**src/rtl/wb_regfile_device.sv**
```systemverilog
// wb_regfile_device: pipelined Wishbone register bank with fixed-latency ack/err and bounded outstanding requests
module wb_regfile_device #(
  parameter int DAT_WIDTH = 8,
  parameter int ADR_WIDTH = 4,
  parameter int NUM_REGS = 4,
  parameter logic [DAT_WIDTH-1:0] ID_VALUE = 8'hA5,
  parameter int LATENCY = 2,
  parameter int MAX_OUTSTANDING = 2
) (
  input  logic                 clk_i,
  input  logic                 rst_i,
  input  logic                 cyc_i,
  input  logic                 stb_i,
  input  logic                 we_i,
  input  logic [ADR_WIDTH-1:0] adr_i,
  input  logic [DAT_WIDTH-1:0] dat_i,
  output logic [DAT_WIDTH-1:0] dat_o,
  output logic                 ack_o,
  output logic                 err_o,
  output logic                 rty_o,
  output logic                 stall_o
);
  localparam int CW = $clog2(LATENCY + 1);
  logic [DAT_WIDTH-1:0] rf [2**ADR_WIDTH];
  logic [LATENCY-1:0] v, e;
  logic [LATENCY-1:0][DAT_WIDTH-1:0] d;
  logic [CW-1:0] out_cnt;
  logic accept, bad, wr_en, resp_now;
  logic [DAT_WIDTH-1:0] rd_keep;
  assign resp_now = v[LATENCY-1];
  assign stall_o = (out_cnt == CW'(MAX_OUTSTANDING)) & ~resp_now;
  assign accept = cyc_i & stb_i & ~stall_o;
  assign bad = ~({1'b0, adr_i} < (ADR_WIDTH + 1)'(NUM_REGS)) | (we_i & adr_i == '0);
  assign wr_en = accept & we_i & ~bad;
  assign rd_keep = (~we_i & ~bad) ? rf[adr_i] : '0;
  assign ack_o = cyc_i & resp_now & ~e[LATENCY-1];
  assign err_o = cyc_i & resp_now & e[LATENCY-1];
  assign dat_o = ack_o ? d[LATENCY-1] : '0;
  assign rty_o = 1'b0;
  for (genvar i = 0; i < 2**ADR_WIDTH; i++) begin : g_reg
    if (i == 0) begin : g_id
      assign rf[i] = ID_VALUE;
    end else if (i < NUM_REGS) begin : g_rw
      logic [DAT_WIDTH-1:0] q;
      // writable register, committed at the accepting edge unless reset wins
      always_ff @(posedge clk_i)
        if (rst_i) q <= '0;
        else if (wr_en && adr_i == ADR_WIDTH'(i)) q <= dat_i;
      assign rf[i] = q;
    end else begin : g_nc
      assign rf[i] = '0;
    end
  end
  // response shift pipeline and outstanding counter; dropping cyc abandons everything in flight
  always_ff @(posedge clk_i) begin
    v <= (rst_i | ~cyc_i) ? '0 : (v << 1) | LATENCY'(accept);
    e <= (e << 1) | LATENCY'(bad);
    d <= (d << DAT_WIDTH) | (LATENCY * DAT_WIDTH)'(rd_keep);
    out_cnt <= (rst_i | ~cyc_i) ? '0 : out_cnt + CW'(accept) - CW'(resp_now);
  end
endmodule

```
**config.mk**
```make
export PLATFORM = sky130hd
export DESIGN_NAME = wb_regfile_device
export DESIGN_NICKNAME = d
export VERILOG_FILES = /design/src/rtl/wb_regfile_device.sv
export SDC_FILE = /design/constraint.sdc
export NUM_CORES = 1
export LEC_CHECK = 0
export ABC_AREA = 1
export BUFFER_PORTS_ARGS = -buffer_cell sky130_fd_sc_hd__buf_2
export CAP_MARGIN = 20
export CORE_ASPECT_RATIO = 1.2
export CORE_UTILIZATION = 59
export CTS_CLUSTER_DIAMETER = 80
export DETAILED_ROUTE_END_ITERATION = 6
export GPL_ROUTABILITY_DRIVEN = 0
export PLACE_DENSITY_LB_ADDON = 0.08
export SYNTH_ARGS = -nofsm -noshare
export SYNTH_HDL_FRONTEND = slang
export SYNTH_SLANG_ARGS = --single-unit
```
**constraint.sdc**
```tcl
create_clock -name clk_i -period 4.3 [get_ports clk_i]
set_clock_uncertainty 0.05 [all_clocks]
set_input_delay 0.86 -clock clk_i [delete_from_list [all_inputs] [get_ports clk_i]]
set_output_delay 0.86 -clock clk_i [all_outputs]
set_load 0.03 [all_outputs]
```
# Word level (Yosys, flattened, before mapping)
# Index checks and enable logic that the tools add are counted.
op_classes:
  n_lt_le_gt_ge: 2
  n_bitwise: 23
  eq_ne: 4
  muxes: 5
  addsub: 2
  n_reduce_logical: 4
ops:
  columns: ["op", "count"]
  rows:
  - ["8-bit binary-select mux with 4-bit select", 1]
  - ["8-bit 2-to-1 mux", 4]
  - ["16-bit by 8-bit OR with 16-bit output", 1]
  - ["1-bit bitwise AND", 10]
  - ["4-bit by 2-bit equality test with 1-bit output (second input constant)", 2]
  - ["1-bit NOT", 7]
  - ["5-bit >= comparator (second input constant)", 1]
  - ["4-bit NOT with 5-bit output", 1]
  - ["4-bit by 1-bit equality test with 1-bit output (second input constant)", 1]
  - ["4-bit logical NOT", 1]
  - ["4-bit by 3-bit less-than comparator with 1-bit output (second input constant)", 1]
  - ["2-bit by 1-bit OR with 2-bit output", 2]
  - ["1-bit logical AND", 3]
  - ["2-bit by 1-bit adder with 2-bit output", 1]
  - ["2-bit equality test (second input constant)", 1]
  - ["1-bit OR", 2]
  - ["2-bit by 1-bit subtractor with 2-bit output", 1]
totals:
  out_inout_bits: 12
  wordCells: 48
  input_bits: 17
  reg_bits: 46

# Logic depth before layout (Yosys ltp)
# Gate-level depths: netlist (run 1).
logic_depth:
  depth_word: 7
  ltp_mapped: 9
  depth_no_buf: 9

# Worst setup path after synthesis (run 1)
# OpenSTA, ideal clock, no wires.
synth_timing:
  path_kind: "in2out"
  startpoint: "input cyc_i"
  endpoint: "output dat_o[0]"
  stages: 4
  n_path_buf: 0
  t_arrival_ps: 2367
  path_slack_ps: 1023
  path_cell_list: "inv_1 nor3_1 inv_1 nor2_1"
synth_between:
  elab_chain_len: 3
synth_lines:
  columns: ["item", "line_no", "rtl"]
  rows:
  - ["from (decl)", "12", "input logic cyc_i,"]
  - ["1-bit bitwise AND (2 in series)", "36", "assign ack_o = cyc_i & resp_now & ~e[LATENCY-1];"]
  - ["via ack_o", "18", "output logic ack_o,"]
  - ["8-bit 2-to-1 mux", "38", "assign dat_o = ack_o ? d[LATENCY-1] : '0;"]
  - ["to (decl)", "17", "output logic [DAT_WIDTH-1:0] dat_o,"]
# The timed path passes the listed nets, and every way through them passes these cells.

# Worst setup path in the final report (run 1)
layout_timing:
  startpoint: "input cyc_i"
  endpoint: "output dat_o[2]"
layout_between:
  elab_chain_len: 3
layout_lines:
  columns: ["item", "line_no"]
  rows:
  - ["1-bit bitwise AND (2 in series)", "36"]
  - ["8-bit 2-to-1 mux", "38"]
# No other way between the ends.

==> qor.yml, run 1 <==
floorplanning:
  fp.dieArea_mm2: 0.00345
  start_util_pct: 62.1
  io_pins: 29
  die_height_um: 64.1
  die_w_um: 53.8
  rows: 22
  design.core.area_mm2: 0.00306
critical_path:
  endpoint: "dat_o[2]"
  worst-setup-path-type: "input port to output pin"
  rr_startpoint: "v[1]"
  r2r_slack_ns: 2.45
  startpoint: "cyc_i"
  worst_setup_path_start_kind: "input port"
  cp_max_fo: 8
  r2r_end: "g_reg[3].g_rw.q[6]"
  worstPathArrival_ns: 1.68
  critPathRequiredTime_ns: 3.39
  critPathCaptureType: "output pin"
  worstRegToRegCells: 7
cells_and_area:
  syn_to_final_growth_pct: 9.29
  antenna_cells: 0
  layout.nets: 301
  final_layout_size_suffix_gt1_share_pct: 14.8
placed_design:
  io_buffer_count: 27
  pre_cts_ws_ns: 1.69
  dp_hpwl_um: 2070
synth:
  synthFlopType: "dfxtp_1"
  async_flop_share_pct: 0
  yosys.area.top_type: "dfxtp_1"
  ys_warn_count: 0
  synthTopCellsByArea: "dfxtp_1 49%, nand2_1 11%, nand3_1 7.6%"
  netlist_area_mm2: 0.00190
  synth_cell_types: 22
  synth_cells: 262
  synth_common_cells: "55 x nand2_1, 46 x dfxtp_1, 37 x nor2_1, 34 x inv_1, 29 x nand3_1"
  synthesis.nets: 281
  synth_top_cell_area_share_pct: 48.5
  avgSynthCellArea_um2: 7.24
  synth-seq-cells: 46
  synth-seq-area-share_pct: 48.5
  synth.most_common_cell: "nand2_1"
  synth_edf_count: 0
clocking:
  ctsHoldBuffers: 0
  cts_buffer_depth: 2
  post_cts_resized: 0
  cts_setup_buffers: 0
  cts_root_buf: "clkbuf_4"
  htree_levels: 2
  clk_pin_slew_ns: 0.12
  clock_latency_ns: 0.36
  numCtsBuffers: 5
  cts_tree: "done"
  clock-sinks: 46
timing:
  rsz0062_at_grt: "no"
  slew_viol_final: 0
  fmax_mhz: 386
  hold_viol: 0
  finalCritPeriodShare_pct: 60.3
  worst_slew_pin_slew_ns: 0.970
  setup_viol: 0
  min_period_ns: 2.59
  fin_ws_ns: 1.71
  relSlewSlack_pct: 35.2
  finalSetupTns_ns: 0
power_and_ir_drop:
  p_seq_share_pct: 58.1
  combPwrFrac_pct: 6.7
  p_switching_mw: 0.176
  power_frac_clock_pct: 35.2
  p_per_area_mw_per_mm2: 359
  internal-power_mw: 0.568
  ir_drop_v: 0.000287
  total_leakage_power_nw: 0.955
  p_sw_share_pct: 23.7
global_route:
  overflow: 0
  track_usage_pct: 21.7
  grt_max_degree: 49
  grt_pass1_vias: 1283
  grt_antenna_before_repair: 0
  grt_pass1_wl_um: 5400
flow_run:
  drv_cap: 0
drt:
  final_antenna_net_count: 0
  viasPerCell: 5.02
  dr.pass1.iters: 5
  vias: 1602
  wirelength_um: 3240
  post-route-drc-count: 0
  drt_iter0_markers: 50
  routedWlPerCell_um: 10.1
worst_hold_path:
  hold_class: "flop to flop"
run_status:
  run_status: "completed"
[cell families after synthesis]
family / share of synthesized area [%]
simple gates: 28.2
buf+inv: 12.1
flops: 48.5
compound gates: 9.23
fa+ha+maj: 1.32
xor+xnor: 0.462
other cells: 0.198
[worst max-delay path, stage by stage]
cell and delay [ns]:
buf_2 0.11, inv_1 0.04, nor3_1 0.20, inv_1 0.16
nor2_1 0.11, buf_2 0.20
[final cells by class]
type                            count  area, um2
Clock buffer                        5       37.5
Clock inverter                      3       45.0
Fill cell                         297        981
Inverter                           36        135
Multi-Input combinational cell    165        748
Sequential cell                    46        921
Tap cell                           36       45.0
Timing Repair Buffer               28        143
[registers in the layout, summed over array words and instances (netlist names)]
register	cells
e	2
out_cnt	2
d	16
v	2
g.g_rw.q	24
[how the worst min path moves through the flow]
stage	startpoint	to	cells after the start	slack (ns)
after floorplan	d[2]	d[10]	0	0.26
final	d[2]	d[10]	0	0.29
after global placement	d[4]	d[12]	0	0.26
after detailed placement	d[2]	d[10]	0	0.26
after CTS	d[2]	d[10]	0	0.29
after global routing	d[2]	d[10]	0	0.30
[power by group through the flow]
| stage | logic (mW) | registers [mW] | clock network, mW |
|---|---|---|---|
| after floorplan | 0.0373 | 0.442 | 0 |
| after global placement | 0.0486 | 0.442 | 0 |
| after detailed placement | 0.0497 | 0.442 | 0 |
| after CTS | 0.0499 | 0.433 | 0.267 |
| after global routing | 0.0575 | 0.434 | 0.282 |
| final | 0.0497 | 0.433 | 0.262 |
[metal layers]
layer	vias to the layer above	routed length (um)	share of wire (%)	global-route usage (%)
li1	849	-	-	-
met1	709	1560	48	28.1
met2	38	1480	46	32.6
met3	6	136	4.2	5.00
met4	0	61	1.9	11.5
met5	-	0	0	0
[metrics by stage]
step | instance area, um2 | hold slack (ns) | power (mW) | std cells | util [%]
2_1_floorplan | 1900 | 0.260 | 0.479 | 262 | -
3_3_place_gp | 1990 | 0.260 | 0.491 | 311 | 65.2
3_5_place_dp | 1990 | 0.263 | 0.492 | 311 | 65.2
4_1_cts | 2070 | 0.293 | 0.750 | 319 | 67.9
5_1_grt | 2070 | 0.295 | 0.773 | 319 | 67.9
6_report | 2070 | 0.292 | 0.744 | 319 | 67.9
[cells in the final DEF, fill, tap and decap left out, drive strengths merged]
master / count
nand2: 56
dfxtp: 46
nor2: 38
inv: 36
nand3: 30
buf: 28
a21oi: 25
o21ai: 5
clkbuf: 5
a31oi: 4
ha: 2
clkinvlp: 2
nor3: 1
and3: 1
xnor2: 1
or2: 1
conb: 1
bufinv: 1
(Power assumes the default switching activity.)
==> inputs of run 2 (changes only) <==
- CORE_UTILIZATION: 59 -> 55
- clock period: 4.3 -> 2.6 ns (I/O delays scaled with it)
==> qor.yml, run 2 (synthesized netlist as in run 1, its figures left out) <==
worst_hold_path:
  hold_class: "flop to flop"
global_route:
  grt_antenna_before_repair: 0  # unchanged
  track_usage_pct: 20.3  # -1.4 points
  overflow: 0  # unchanged
  grt_pass1_vias: 1372  # +6.9%
  grt_max_degree: 49  # unchanged
  grt_pass1_wl_um: 5850  # +8.5%
timing:
  min_period_ns: 1.94
  setup_viol: 0  # unchanged
  worst_slew_pin_slew_ns: 0.722  # -0.248 ns
  fmax_mhz: 517
  rsz0062_at_grt: "no"
  slew_viol_final: 0  # unchanged
  hold_viol: 0  # unchanged
  relSlewSlack_pct: 51.8  # +17 points
  finalCritPeriodShare_pct: 74.4
  finalSetupTns_ns: 0  # unchanged
power_and_ir_drop:
  ir_drop_v: 0.000567  # +98%
  p_per_area_mw_per_mm2: 623  # +74%
  total_leakage_power_nw: 0.974  # +1.9%
clocking:
  numCtsBuffers: 5  # unchanged
  clock-sinks: 46  # unchanged
  htree_levels: 2  # unchanged
  cts_setup_buffers: 0  # unchanged
  cts_root_buf: "clkbuf_8"
  clock_latency_ns: 0.29  # -0.07 ns
  cts_tree: "done"
  clk_pin_slew_ns: 0.08  # -0.04 ns
  post_cts_resized: 0  # unchanged
  ctsHoldBuffers: 0  # unchanged
  cts_buffer_depth: 2  # unchanged
floorplanning:
  io_pins: 29  # unchanged
  die_w_um: 55.6  # +3.4%
  fp.dieArea_mm2: 0.00369  # +7.0%
  rows: 23  # +4.5%
  die_height_um: 66.4  # +3.5%
  design.core.area_mm2: 0.00331  # +8.3%
  start_util_pct: 57.4  # -4.8 points
run_status:
  run_status: "completed"
critical_path:
  critPathCaptureType: "output pin"
  cp_max_fo: 8  # unchanged
  worstPathArrival_ns: 1.37  # -0.31 ns
  critPathRequiredTime_ns: 2.03  # -1.36 ns
  worst_setup_path_start_kind: "flop"
  worst-setup-path-type: "flop to output pin"
drt:
  viasPerCell: 4.82  # -4.0%
  final_antenna_net_count: 0  # unchanged
  post-route-drc-count: 0  # unchanged
  wirelength_um: 3330  # +2.8%
  vias: 1547  # -3.4%
  routedWlPerCell_um: 10.4  # +2.1%
  dr.pass1.iters: 6  # +1
  drt_iter0_markers: 67  # +34%
cells_and_area:
  largest_reg_flops: 24  # unchanged
  syn_to_final_growth_pct: 11.4
  regMostFlops: "g.g_rw.q"
  antenna_cells: 0  # unchanged
  final_common_cell: "nand2_1"
  layout_common_cells: "55 x nand2_1, 46 x dfxtp_1, 37 x nor2_1"
  fin_cells: 321  # +0.63%
  final_layout_size_suffix_gt1_share_pct: 15.1  # +0.30 points
  largestRegisters: "g.g_rw.q (24), d (16)"
  layout.nets: 302  # +0.33%
placed_design:
  placed_cells: 313  # +0.64%
  io_buffer_count: 27  # unchanged
  dp_hpwl_um: 2190  # +5.8%
flow_run:
  drv_cap: 0  # unchanged
run 2: cell types whose count changed in the layout (fill, tap and decap cells not counted), sizes merged:
| cell | delta |
|---|---|
| buf | +1 |
run 2: cell type report:
type | count | area, um2
fill | 312 | 1190
sequential | 46 | 921
multi-input combinational | 165 | 748
timing repair buffer | 29 | 150
inverter | 36 | 135
clock buffer | 5 | 68.8
tap | 37 | 46.3
clock inverter | 3 | 45.0
run 2: worst paths after layout:
kind | to | slack, ns | start | cells past startpoint
max | dat_o[7] | 0.66 | v[1] | 5
min | d[14] | 0.28 | d[6] | 0
max reg2reg | out_cnt[1] | 0.81 | v[1] | 9
min reg2reg | d[14] | 0.28 | d[6] | 0
run 2: routing by layer:
metal  GRT usage, %  vias to the layer above  part of all wire, %
met5              0                        -                    0
met4           7.50                        0                  1.5
met3           5.48                        5                  5.1
met2           36.1                       42                   47
met1           23.4                      651                   47
li1               -                      849                    -
run 2: critical path, stage by stage (launching register included):
cell	delay, ns
dfxtp_1	0.36
inv_1	0.07
nor3_1	0.17
inv_1	0.16
nor2_1	0.11
buf_2	0.20
run 2: metrics by stage:
step / worst slack, ns / area, um2 / util (%) / power, mW / hold slack (ns)
detailed placement: 0.591 / 2000 / 60.5 / 0.815 / 0.262
finish: 0.665 / 2110 / 63.9 / 1.32 / 0.281
global placement: 0.663 / 2000 / 60.5 / 0.813 / 0.261
global route: 0.486 / 2110 / 63.9 / 1.37 / 0.288
CTS: 0.629 / 2110 / 63.9 / 1.33 / 0.282
floorplan: 0.00334 / 1900 / - / 0.792 / 0.260
run 2: power breakdown:
part           switching (mW)  leakage (nW)  internal (mW)
sequential            0.00290         0.372          0.712
clock                   0.235        0.0504          0.286
combinational          0.0579         0.552         0.0255
